==> src/rtl/aftab_csr_rmw_sequencer.sv <==
// aftab_csr_rmw_sequencer: multi-cycle CSR read-modify-write sequencer with privilege/read-only checks and user-view mirroring
module aftab_csr_rmw_sequencer #(
  parameter int XLEN = 32,
  parameter logic [XLEN-1:0] USTATUS_MASK = 32'h0000_0011,
  parameter logic [XLEN-1:0] UIE_MASK = 32'h0000_0111,
  parameter logic [XLEN-1:0] UIP_MASK = 32'h0000_0111
) (
  input  logic            clk,
  input  logic            rst,
  input  logic            start,
  input  logic [11:0]     csrAddr,
  input  logic [2:0]      funct3,
  input  logic [4:0]      rs1Field,
  input  logic [XLEN-1:0] rs1Data,
  input  logic [1:0]      privMode,
  input  logic [XLEN-1:0] rdData,
  output logic            csrRdEn,
  output logic [11:0]     csrRdAddr,
  output logic            csrWrEn,
  output logic [11:0]     csrWrAddr,
  output logic [XLEN-1:0] csrWrData,
  output logic            ldMieReg,
  output logic            ldMieUieField,
  output logic [XLEN-1:0] rdResult,
  output logic            busy,
  output logic            done,
  output logic            illegal
);
  typedef enum logic [2:0] {IDLE, READ, WAIT, WRITE, DONE, FAULT} stateT;
  stateT state, nextState;
  logic [11:0] addrQ, physAddr;
  logic [XLEN-1:0] maskQ, physMask, rs1DataQ, oldQ, src, mod;
  logic [2:0] funct3Q;
  logic [4:0] rs1FieldQ;
  logic wrReq, wrReqQ, fault, isUser;
  assign isUser = csrAddr[11:8] == 4'h0;
  assign physAddr = isUser && csrAddr[7:0] == 8'h00 ? 12'h300 :
                    isUser && csrAddr[7:0] == 8'h04 ? 12'h304 :
                    isUser && csrAddr[7:0] == 8'h44 ? 12'h344 : csrAddr;
  assign physMask = isUser && csrAddr[7:0] == 8'h00 ? USTATUS_MASK :
                    isUser && csrAddr[7:0] == 8'h04 ? UIE_MASK :
                    isUser && csrAddr[7:0] == 8'h44 ? UIP_MASK : '1;
  assign wrReq = funct3[1:0] == 2'b01 || rs1Field != 5'd0;
  assign fault = funct3[1:0] == 2'b00 || csrAddr[9:8] > privMode || (csrAddr[11:10] == 2'b11 && wrReq);
  assign src = funct3Q[2] ? {{(XLEN-5){1'b0}}, rs1FieldQ} : rs1DataQ;
  assign mod = funct3Q[1:0] == 2'b01 ? src : funct3Q[1:0] == 2'b10 ? (oldQ | src) : (oldQ & ~src);
  assign csrRdEn = state == READ && !rst;
  assign csrRdAddr = addrQ;
  assign csrWrEn = state == WRITE && wrReqQ && !rst;
  assign csrWrAddr = addrQ;
  assign csrWrData = state == WRITE ? ((oldQ & ~maskQ) | (mod & maskQ)) : '0;
  assign ldMieReg = csrWrEn && addrQ == 12'h304;
  assign ldMieUieField = csrWrEn && addrQ == 12'h300;
  assign busy = state != IDLE;
  assign done = (state == DONE || state == FAULT) && !rst;
  assign illegal = state == FAULT && !rst;
  // next-state sequencing; IDLE branches on the fault decision made at accept time
  always_comb begin
    nextState = state;
    case (state)
      IDLE:    nextState = start ? (fault ? FAULT : READ) : IDLE;
      READ:    nextState = WAIT;
      WAIT:    nextState = WRITE;
      WRITE:   nextState = DONE;
      default: nextState = IDLE;
    endcase
  end
  // state register plus operand latch, old-value capture and rd result update
  always_ff @(posedge clk) begin
    if (rst) begin
      state <= IDLE;
      addrQ <= '0;
      maskQ <= '0;
      funct3Q <= '0;
      rs1FieldQ <= '0;
      rs1DataQ <= '0;
      wrReqQ <= 1'b0;
      oldQ <= '0;
      rdResult <= '0;
    end else begin
      state <= nextState;
      if (state == IDLE && start) begin
        addrQ <= physAddr;
        maskQ <= physMask;
        funct3Q <= funct3;
        rs1FieldQ <= rs1Field;
        rs1DataQ <= rs1Data;
        wrReqQ <= wrReq;
      end
      if (state == WAIT) oldQ <= rdData;
      if (state == WRITE) rdResult <= oldQ & maskQ;
    end
  end
endmodule

==> config.mk <==
export PLATFORM = sky130hd
export DESIGN_NAME = aftab_csr_rmw_sequencer
export DESIGN_NICKNAME = d
export VERILOG_FILES = /design/src/rtl/aftab_csr_rmw_sequencer.sv
export SDC_FILE = /design/constraint.sdc
export NUM_CORES = 1
export LEC_CHECK = 0
export CAP_MARGIN = 20
export CORE_MARGIN = 2
export CORE_UTILIZATION = 50
export CTS_CLUSTER_SIZE = 12
export DETAILED_ROUTE_END_ITERATION = 10
export GPL_ROUTABILITY_DRIVEN = 0
export GPL_TIMING_DRIVEN = 0
export PLACE_DENSITY_LB_ADDON = 0.2
export SETUP_SLACK_MARGIN = 0.15
export SLEW_MARGIN = 30
export SYNTH_ARGS = -nofsm -noshare
export SYNTH_HDL_FRONTEND = slang
export SYNTH_SLANG_ARGS = --single-unit
export TNS_END_PERCENT = 5
==> constraint.sdc <==
create_clock -name clk -period 2.9 [get_ports clk]
set_input_delay 0.29 -clock clk [delete_from_list [all_inputs] [get_ports clk]]
set_output_delay 0.29 -clock clk [all_outputs]
set_load 0.05 [all_outputs]
==> metrics <==
cts bufs inserted 17; routed via count 6,247; cells after synthesis 739; Final Max Tran Viols 0; asr flop ratio synth 0%; # hold bufs at CTS 0; Crit Path Max Fanout 4; Peak supply drop about 0.35 mV; number of synthesized register bits approximately 120; H-Tree Depth 4; crit end category output pin; met2 Usage GRT 55.30%; NetSw 1.444 mW; clk buf depth 2; Wirelength per Cell 17.79 um; first-pass GRT wire length between 20,000 and 30,000 um; combinational share of power 20.3%; routed vias/inst approximately 5.7; WP data required 2.61 ns; met3 Use GR ~7.9%; PortBufs ~180; Post-synth EDFFs 0; Finished Cell Area 0.008152 sq mm; share of the synthesized area in the top cell type 43.88%; Net count, final 1,031; Slew @ Worst Pin 0.6752 ns; top-count cell post-synth nand2_1; RR Startpoint state[2]; Final WS setup 0.08429 ns; latest clock arrival within the worst-skew pair between 0.5 and 0.6 ns; ant diodes 0; startpoint types register; R2R Setup Slk 0.93 ns; Placement Cell Area 0.007615 sq mm; global route overflow 0; area leader, netlist dfxtp_1; CORE AREA 0.01089 sq mm; Worst EP arrival 2.53 ns; Place WS -0.09880 ns; CTS tree done; syn_nets 830; Syn. warnings 0; Worst setup endpoint ldMieReg; gr busiest metal met2; clock share of power 40.3%; initial antenna violation count 0; Final min period 2.816 ns; Setup crit start csrRdAddr[11]; initial core utilization between 50% and 60%; Hold Fails Final Rpt 0; Leakage 2.854 nW; Layout area overhead 45.26%; largest net degree at the start of global routing 17; Most used DFF post-synth dfxtp_1; crit path kind reg2out; synth top area cells dfxtp_1 (44%), nand2_1 (13%), a21oi_1 (13%); status finished clean; GR Util met1 between 30 and 40%; Rel. slew slack 54.99%; Flop pwr share 39.3%; DP HPWL 14,230 um; Max Cap Viol 0; drt drc 0; clock-pin slew on the worst setup and hold paths 0.06 ns; die width between 100 and 150 um; number of fill cells 862; first-pass iteration count of the detailed router 6; GRT Overall Usage 32.84%; layout cells sized above 1 around 11%; Yosys cell types 40; clock sink total 123; Die Y roughly 110 um; # IOs around 180; vias in the first global route 6,083; drt total wl 19,410 um; Routed Antenna Nets 0; CTS root buf clkbuf_8; post-synthesis sequential area ratio 43.88%; final setup fails 0; die area 0.01209 sq mm; power density cells 591.1 mW/mm^2; Worst Hold Class in2reg; Internal 3.374 mW; Mapped Avg Cell Area around 7.6 sq um; worst reg-to-reg path cell count 6; top post-synthesis cells by count nand2_1 (198), a21oi_1 (147), dfxtp_1 (123); reg-to-reg endpoint rdResult[1]; RSZ-0062 raised after global routing true; Initial DRC Count between 500 and 600; Highest Clock Rate 355.2 MHz; Tcrit/Tclk final a little over nine tenths; number of placement rows 38; switching part of the total power around 30%; Synth Cell Area about 0.0056 sq mm; clock skew 0.007019 ns
==> cells by family (layout without fill, tap and decap cells) <==
group	count (synthesis)	in the layout	share of synthesized area, %
AOI/OAI and AO/OA	181	181	17.73
buffers and inverters	81	293	6.399
xor gates and xnor gates	2	2	0.3122
DFF	123	123	43.88
adders and majority gates	2	2	0.4459
muxes	25	25	4.459
and+or+nand+nor	325	325	26.78
==> area by class of cell <==
cell class              count  area [sq um]  area share [%]
plain buffers              78         369.1           4.528
clock buffers              20         425.4           5.219
clock inverters            10         102.6           1.259
inverters                   3         11.26          0.1381
multi-input cells         535          2809           34.46
flip-flops and latches    123          2462           30.21
well taps                 140         175.2           2.149
repair buffers            182          1797           22.04
==> registers in the layout, summed over array words and instances (netlist names) <==
| signal | cells |
|---|---|
| wrReqQ | 1 |
| rdResult | 32 |
| state | 3 |
| csrRdAddr | 12 |
| maskQ | 3 |
| rs1DataQ | 32 |
| oldQ | 32 |
| funct3Q | 3 |
| rs1FieldQ | 5 |
==> through the flow <==
stage / instances / utilization, % / power, mW / hold WS [ns] / TNS [ns]
after floorplan: 739 / - / 2.494 / 0.4260 / 0
after global placement: 1061 / 69.94 / 2.837 / 0.4390 / -0.2759
after detailed placement: 1061 / 69.94 / 2.872 / 0.4456 / -0.6961
after CTS: 1091 / 75.02 / 4.793 / 0.2955 / 0
after global routing: 1091 / 74.87 / 4.973 / 0.3007 / 0
final: 1091 / 74.87 / 4.818 / 0.2982 / 0
==> metal layers <==
layer	routed length, um	up-vias
li1	-	2909
met1	7587	2907
met2	9357	364
met3	1798	67
met4	671	0
met5	0	-
==> critical path, stage by stage (launching register included) <==
cell and delay, ns:
dfxtp_1 0.36, nor4_1 0.52, nand4_1 0.23, nor4b_2 0.34
clkdlybuf4s15_1 0.54
==> worst min-delay path by stage <==
| stage | startpoint | end | cells after the start |
|---|---|---|---|
| floorplan | rs1Data[8] | rs1DataQ[8] | 2 |
| detailed placement | rdResult[17] | rdResult[17] | 2 |
| global placement | rdResult[23] | rdResult[23] | 2 |
| finish | rdData[2] | oldQ[2] | 3 |
| CTS | rdData[2] | oldQ[2] | 3 |
| global route | rdData[2] | oldQ[2] | 3 |
==> placed cells by master, fill, tap and decap left out, drive strengths merged, types with 2 or more instances in the layout <==
cell / netlist / routed
a211oi: 22 / 22
a21oi: 147 / 147
a31oi: 5 / 5
and2: 2 / 2
buf: 26 / 35
bufinv: 0 / 2
clkbuf: 52 / 73
clkdlybuf4s15: 0 / 22
clkdlybuf4s50: 0 / 148
clkinv: 0 / 7
dfxtp: 123 / 123
ha: 2 / 2
inv: 3 / 3
mux2i: 25 / 25
nand2: 198 / 198
nand2b: 2 / 2
nand3: 46 / 46
nand3b: 14 / 14
nor2: 9 / 9
nor2b: 28 / 28
nor3: 4 / 4
nor3b: 2 / 2
nor4: 5 / 5
nor4b: 3 / 3
o311a: 2 / 2
or4: 4 / 4
==> power groups by stage <==
| stage | logic, mW | registers [mW] | clock network, mW |
|---|---|---|---|
| after floorplan | 0.546 | 1.95 | 0 |
| after CTS | 0.965 | 1.89 | 1.94 |
| after detailed placement | 0.949 | 1.92 | 0 |
| after global placement | 0.921 | 1.92 | 0 |
| after global routing | 1.05 | 1.90 | 2.02 |
| final | 0.980 | 1.90 | 1.94 |
==> repair_timing <==
item / 4_1_cts / 5_1_grt
setup buffers: 0 / 0
setup endpoints to repair: 35 / 35
gates resized for setup: 144 / 14
Power figures use the tool's default switching activity.
